File: src/rtl/lfsr_rng_arbiter.sv
// Round-robin arbiter sharing one 16-bit Fibonacci LFSR among NUM_REQ clients.
// Each grant steps the LFSR STEPS times, then presents the word under a valid/ack handshake.
module lfsr_rng_arbiter #(
  parameter int          NUM_REQ  = 4,
  parameter int          STEPS    = 4,
  parameter logic [15:0] RST_SEED = 16'h1001
) (
  input  logic               clk,
  input  logic               reset,
  input  logic               seed_load,
  input  logic [15:0]        seed_value,
  input  logic [NUM_REQ-1:0] req,
  input  logic               rnd_ack,
  output logic [NUM_REQ-1:0] gnt,
  output logic               rnd_valid,
  output logic [15:0]        rnd_data,
  output logic               busy
);

  localparam int PTR_W = (NUM_REQ > 1) ? $clog2(NUM_REQ) : 1;

  localparam logic [1:0] S_IDLE  = 2'd0;
  localparam logic [1:0] S_STEP  = 2'd1;
  localparam logic [1:0] S_VALID = 2'd2;

  localparam logic [7:0]       STEP_LAST = 8'(STEPS - 1);
  localparam logic [PTR_W-1:0] LAST_IDX  = PTR_W'(NUM_REQ - 1);

  logic [1:0]         state_q,     state_d;
  logic [15:0]        lfsr_q,      lfsr_d;
  logic [NUM_REQ-1:0] gnt_q,       gnt_d;
  logic [PTR_W-1:0]   gnt_idx_q,   gnt_idx_d;
  logic [PTR_W-1:0]   rr_ptr_q,    rr_ptr_d;
  logic [7:0]         step_cnt_q,  step_cnt_d;
  logic               rnd_valid_q, rnd_valid_d;

  logic               win_found;
  logic [PTR_W-1:0]   win_idx;
  logic               owner_req;

  function automatic logic [15:0] lfsr_next(input logic [15:0] v);
    return {v[14:0], v[15] ^ v[13] ^ v[12] ^ v[10]};
  endfunction

  // Round-robin search: first requester at or after rr_ptr, wrapping to 0.
  always_comb begin
    int idx;
    // NOTE: every combinational output gets a default first, otherwise paths
    // that skip an assignment infer a latch.
    win_found = 1'b0;
    win_idx   = '0;
    idx       = 0;
    for (int k = 0; k < NUM_REQ; k++) begin
      idx = int'(rr_ptr_q) + k;
      if (idx >= NUM_REQ) idx = idx - NUM_REQ;
      if (!win_found && req[idx]) begin
        win_found = 1'b1;
        win_idx   = PTR_W'(idx);
      end
    end
  end

  assign owner_req = req[gnt_idx_q];

  always_comb begin
    state_d     = state_q;
    lfsr_d      = lfsr_q;
    gnt_d       = gnt_q;
    gnt_idx_d   = gnt_idx_q;
    rr_ptr_d    = rr_ptr_q;
    step_cnt_d  = step_cnt_q;
    rnd_valid_d = rnd_valid_q;

    case (state_q)
      S_IDLE: begin
        if (seed_load) begin
          // A zero seed would lock the LFSR up, so fall back to the reset seed.
          lfsr_d = (seed_value == 16'h0000) ? RST_SEED : seed_value;
        end else if (win_found) begin
          gnt_d      = NUM_REQ'(1) << win_idx;
          gnt_idx_d  = win_idx;
          step_cnt_d = STEP_LAST;
          state_d    = S_STEP;
        end
      end

      S_STEP: begin
        if (!owner_req) begin
          state_d     = S_IDLE;
          gnt_d       = '0;
          rnd_valid_d = 1'b0;
        end else begin
          lfsr_d = lfsr_next(lfsr_q);
          if (step_cnt_q == 8'd0) begin
            state_d     = S_VALID;
            rnd_valid_d = 1'b1;
          end else begin
            step_cnt_d = step_cnt_q - 8'd1;
          end
        end
      end

      S_VALID: begin
        // An abort leaves rr_ptr alone so the same client re-wins on reassert.
        if (!owner_req) begin
          state_d     = S_IDLE;
          gnt_d       = '0;
          rnd_valid_d = 1'b0;
        end else if (rnd_ack) begin
          state_d     = S_IDLE;
          gnt_d       = '0;
          rnd_valid_d = 1'b0;
          rr_ptr_d    = (gnt_idx_q == LAST_IDX) ? '0 : gnt_idx_q + PTR_W'(1);
        end
      end

      default: begin
        state_d     = S_IDLE;
        gnt_d       = '0;
        rnd_valid_d = 1'b0;
      end
    endcase
  end

  always_ff @(posedge clk or posedge reset) begin
    // NOTE: state registers use non-blocking assignments so every flop samples
    // the pre-edge values regardless of statement order.
    if (reset) begin
      state_q     <= S_IDLE;
      lfsr_q      <= RST_SEED;
      gnt_q       <= '0;
      gnt_idx_q   <= '0;
      rr_ptr_q    <= '0;
      step_cnt_q  <= '0;
      rnd_valid_q <= 1'b0;
    end else begin
      state_q     <= state_d;
      lfsr_q      <= lfsr_d;
      gnt_q       <= gnt_d;
      gnt_idx_q   <= gnt_idx_d;
      rr_ptr_q    <= rr_ptr_d;
      step_cnt_q  <= step_cnt_d;
      rnd_valid_q <= rnd_valid_d;
    end
  end

  assign gnt       = gnt_q;
  assign rnd_valid = rnd_valid_q;
  assign rnd_data  = lfsr_q;
  assign busy      = (state_q != S_IDLE);

endmodule
File: config.mk
export PLATFORM = sky130hd
export DESIGN_NAME = lfsr_rng_arbiter
export DESIGN_NICKNAME = d
export VERILOG_FILES = /design/src/rtl/lfsr_rng_arbiter.sv
export SDC_FILE = /design/constraint.sdc
export NUM_CORES = 1
export LEC_CHECK = 0
export CAP_MARGIN = 20
export CORE_ASPECT_RATIO = 1.4
export CORE_MARGIN = 10
export CORE_UTILIZATION = 36
export CTS_BUF_LIST = sky130_fd_sc_hd__clkbuf_4 sky130_fd_sc_hd__clkbuf_8
export DETAILED_ROUTE_END_ITERATION = 12
export SETUP_SLACK_MARGIN = 0.02
export SLEW_MARGIN = 20
export SYNTH_ARGS = -nofsm -noshare
export SYNTH_HDL_FRONTEND = slang
export SYNTH_SLANG_ARGS = --single-unit
File: constraint.sdc
create_clock -name clk -period 3.5 [get_ports clk]
set_clock_uncertainty 0.15 [all_clocks]
set_input_delay 0.7 -clock clk [delete_from_list [all_inputs] [get_ports clk]]
set_output_delay 0.7 -clock clk [all_outputs]
set_load 0.01 [all_outputs]
# Word level (Yosys, flattened, before mapping)
# Index checks and enable logic that the tools add are counted.
dict set report totals {
  word_cells 114
  ff_bits 35
}
dict set report op_classes {
  eq_ne 11
  n_reduce_logical 18
  shift 1
  bitwise 5
  addsub 9
  n_mux 54
  order_cmp 9
}
# op count
set op_table {}
lappend op_table {{less-than comparator 32 x 4 -> 1 bit, second input constant} 4}
lappend op_table {{two-way mux 32 bit} 4}
lappend op_table {{two-way mux 16 bit} 3}
lappend op_table {{two-way mux 8 bit} 4}
lappend op_table {{one-hot mux 16 bit (2 select lines)} 1}
lappend op_table {{two-way mux 2 bit} 11}
lappend op_table {{two-way mux 4 bit} 5}
lappend op_table {{two-way mux 1 bit} 17}
lappend op_table {{logical NOT 16 bit} 1}
lappend op_table {{one-hot mux 8 bit (2 select lines)} 1}
lappend op_table {{inequality test 2 bit, second input constant} 6}
lappend op_table {{one-hot mux 4 bit (3 select lines)} 1}
lappend op_table {{AND reduction 3 bit} 4}
lappend op_table {{subtractor 3 x 3 -> 4 bit, second input constant} 3}
lappend op_table {{binary-select mux 1 bit (select 2 bit)} 5}
lappend op_table {{greater-or-equal comparator 3 bit, second input constant} 3}
lappend op_table {{logical NOT 8 bit} 1}
lappend op_table {{AND reduction 4 bit} 2}
lappend op_table {{subtractor 8 x 1 -> 8 bit, second input constant} 1}
lappend op_table {{adder 2 x 2 -> 3 bit, second input constant} 2}
lappend op_table {{inequality test 3 bit, second input constant} 2}
lappend op_table {{one-hot mux 2 bit (3 select lines)} 1}
lappend op_table {{AND reduction 5 bit} 1}
lappend op_table {{== test 2 bit, second input constant} 2}
lappend op_table {{other kinds (14)} 22}

# Longest topological paths before layout
dict set report logic_depth {
  word_depth 19
  depth_mapped 6
  ltp_nobuf 6
}

# Least setup slack after synthesis
# OpenSTA, ideal clock, no wires.
dict set report synth_timing {
  path_type {input -> register}
  from {input req[3]}
  to {register lfsr_q[10] (netlist: rnd_data[10])}
  path_slack_ns 1.261
  setup_time_ns 0.125
  arrival_time_ns 1.963
  path_buffers 1
  stages 5
  required_time_ns 3.225
  path_cell_list {mux4_2 mux2i_4 nor2_4 buf_6 mux2_4}
}
dict set report synth_between {
  elab_chain_cells 4
}
# element line
set synth_lines {}
lappend synth_lines {{start, declared} 12} ;# input logic [NUM_REQ-1:0] req,
lappend synth_lines {{binary-select mux 1 bit (select 2 bit)} 63} ;# assign owner_req = req[gnt_idx_q];
lappend synth_lines {{two-way mux 1 bit (implied by the code)} 63}
lappend synth_lines {{inequality test 2 bit (no line)} -}
lappend synth_lines {{AND reduction 3 bit (no line)} -}
lappend synth_lines {{end signal, assigned} 138} ;# lfsr_q <= lfsr_d;
lappend synth_lines {{end, declared} 30} ;# logic [15:0] lfsr_q, lfsr_d;
# Every way passes these cells. The select of a mux whose other input is x is not followed.
# A chain may end at the register's enable or synchronous reset.

# Final worst setup path
dict set report layout_timing {
  from {input req[3]}
  to {register lfsr_q[1] (netlist: rnd_data[1])}
}
# Same word-level chain as after synthesis.

==> results_dict.tcl <==
set metrics [dict create \
    synth_top_flop_cell "dfrtp_1" \
    ios 46 \
    crit_path_top_delay_cell "clkdlybuf4s50_1" \
    power_frac_clock 0.140 \
    drcViolationCount 0 \
    cts-root-buf "clkbuf_8" \
    crit_path_end_kind "register" \
    dieWidth_um 82.6 \
    min_path_type "register to register" \
    syn_area_um2 1970 \
    layout-drive-gt1-share 0.249 \
    post_cts_buffers 0 \
    synth_edf_count 0 \
    insertion_delay_ns 0.29 \
    hold_start "rnd_valid" \
    synth_top_area_share 0.418 \
    tns_ns 0 \
    dp.final_hpwl_um 3530 \
    numCtsBuffers 5 \
    route.antenna.remaining_nets 0 \
    cts_tree "built" \
    grt_pass1_wl_um 7780 \
    die_h_um 108 \
    ctsHtreeMaxLevel 2 \
    drt-total-wl_um 4590 \
    portBuffers 45 \
    criticalPathCategory "input port to register" \
    area_growth_pct 30.9 \
    pwr-share-comb 0.525 \
    grt_setup_unrepaired "no" \
    ir_worst_vdd_mv 0.354 \
    ys_ff_latch 35 \
    setup_viol 0 \
    critPathLaunchType "input port" \
    seq_area_um2 878 \
    cp.required_ns 3.51 \
    antenna_found_initial 0 \
    drv_slew 0 \
    postLayoutCoreUtil 0.494 \
    max_freq_mhz 377 \
    wl_per_cell_um 16.2 \
    overflow 0 \
    synth_area_leaders "dfrtp_1 42%, mux2_2 11%, mux2_4 7.6%, dfstp_2 2.7%, nand2_1 2.3%" \
    startpoint "req[3]" \
    cp_cell_sequence "clkdlybuf4s50_1 -> mux4_2 -> mux2i_4 -> nor2_4 -> mux2_2" \
    post-route-period-util 0.757 \
    switchingPower_uw 774 \
    dieArea_um2 8890 \
    vias_per_cell 5.20 \
    synth_area_per_cell_um2 11.8 \
    post_cts_resized 0 \
    power.total_uw 2200 \
    yosysSeqAreaShare 0.445 \
    status "completed" \
    use_met3 0.0535 \
    met1_usage 0.130 \
    grt_start_max_net_pins 36 \
    cellLeakagePower_uw 0.00111 \
    cts.sinks 35 \
    path_buf_inv 1 \
    drt-pass1-iter-count 4 \
    start_util 0.377 \
    multi_input_area_um2 1030 \
    path_clk_slew_ns 0.08 \
    grtUsageMet2 0.167 \
    cp_max_fo 16 \
    cp.arrival_ns 2.66 \
    grt_pass1_vias 1601 \
    num_vias 1472 \
    synth_top_area_cell "dfrtp_1" \
    seqPwrFrac 0.335 \
    syn_inst 167 \
    first_iter_violations 83 \
    place_congestion 0.816 \
    relSlewSlack 0.618 \
    cts_hold_buf 0 \
    p_int_uw 1420 \
    power.density_nw_per_um2 850 \
    clk_path_buf_depth 2 \
    slowest_delay_ns 0.57 \
    cap_violations 0 \
    swShare 0.352 \
    num_rows 31 \
    ys.warnings.count 0 \
    nets 243 \
    grt.total_usage 0.110 \
    synth.net_count 194 \
    synth_cell_type_count 50 \
    diodes 0 \
    fill_cells 505 \
    period_minus_slack_ns 2.65 \
    fp.coreArea_um2 5240 \
    rr_startpoint "gnt_idx_q[0]" \
    critical-path-top-delay-family "multiplexers" \
    synthArstFlopShare 1.00 \
    worst_pin_slew_ns 0.571 \
    finalHoldViolations 0 \
    busiest_layer "met2" \
]
[final cells by class]
class                      count  area share
multi-input combinational    119       0.399
sequential                    35       0.340
timing repair buffer          48       0.182
clock buffer                   7      0.0348
tap                           66      0.0319
inverter                       7      0.0102
clock inverter                 1     0.00194
[worst register-to-register path: stages (launching register included)]
cell and delay (ns):
dfrtp_1 0.43, mux4_2 0.50, mux2i_4 0.11, nor2_4 0.46, mux2_2 0.40
[cells in the mapped netlist (all sizes together) (3+ instances only)]
cell / number
or2: 3
a21oi: 6
o31ai: 3
nor4: 7
a22o: 5
ha: 3
or3: 3
dfrtp: 33
xor2: 3
nor2: 7
nand2: 12
inv: 7
mux2: 30
buf: 5
or4: 4
o21ai: 3
mux2i: 3
[layout by cell type, fill, tap and decap left out, drive strengths merged, types with 2 or more instances in the layout]
cell / count
a21oi: 6
a22o: 5
buf: 2
clkbuf: 8
clkdlybuf4s50: 45
dfrtp: 33
dfstp: 2
ha: 3
inv: 7
mux2: 30
mux2i: 3
nand2: 12
nand2b: 2
nor2: 7
nor3: 2
nor4: 7
o211ai: 2
o21ai: 3
o2bb2ai: 2
o31ai: 3
or2: 3
or3: 3
or4: 4
xor2: 3
[sequential cells by signal (all words and copies together) (netlist names)]
register and cells:
step_cnt_q 8, gnt_idx_q 2, rr_ptr_q 2, rnd_valid 1, gnt 4, state_q 2
rnd_data 16
[power groups by stage]
stage / clock network (uW) / logic [uW] / registers (uW)
floorplan: 0 / 744 / 751
global placement: 0 / 1140 / 745
detailed placement: 0 / 1160 / 742
CTS: 320 / 1170 / 738
global route: 336 / 1250 / 767
finish: 307 / 1150 / 737
[final timing paths]
| check | to | slack, ns | cells past startpoint |
|---|---|---|---|
| setup / recovery | rnd_data[1] | 0.85 | 5 |
| hold / removal | rnd_valid | 0.35 | 1 |
| setup reg to reg | rnd_data[1] | 1.33 | 4 |
| hold reg to reg | rnd_valid | 0.35 | 1 |
| max in group asynchronous | rnd_data[0] | 2.17 | 3 |
| min in group asynchronous | step_cnt_q[3] | 0.66 | 3 |
[cell families after synthesis]
| group | share of synthesized area |
|---|---|
| XOR/XNOR | 0.0177 |
| flip-flops | 0.445 |
| buffers and inverters | 0.0323 |
| multiplexers | 0.223 |
| AO/OA/AOI/OAI | 0.127 |
| AND/OR/NAND/NOR | 0.136 |
| adder cells (fa/ha/maj) | 0.0190 |
[stage by stage]
step	worst slack [ns]	hold WS (ns)	cell area, um^2	std cells
4_1_cts	0.848	0.355	2580	282
2_1_floorplan	1.26	0.321	1970	167
6_report	0.850	0.353	2580	283
5_1_grt	0.733	0.377	2580	283
3_3_place_gp	0.605	0.333	2480	274
3_5_place_dp	0.554	0.339	2480	274
[layer usage]
| layer | vias up | wire [um] |
|---|---|---|
| met1 | 701 | 1970 |
| li1 | 719 | - |
| met2 | 48 | 2150 |
| met4 | 0 | 50 |
| met5 | - | 0 |
| met3 | 4 | 413 |
Power figures use the tool's default switching activity.
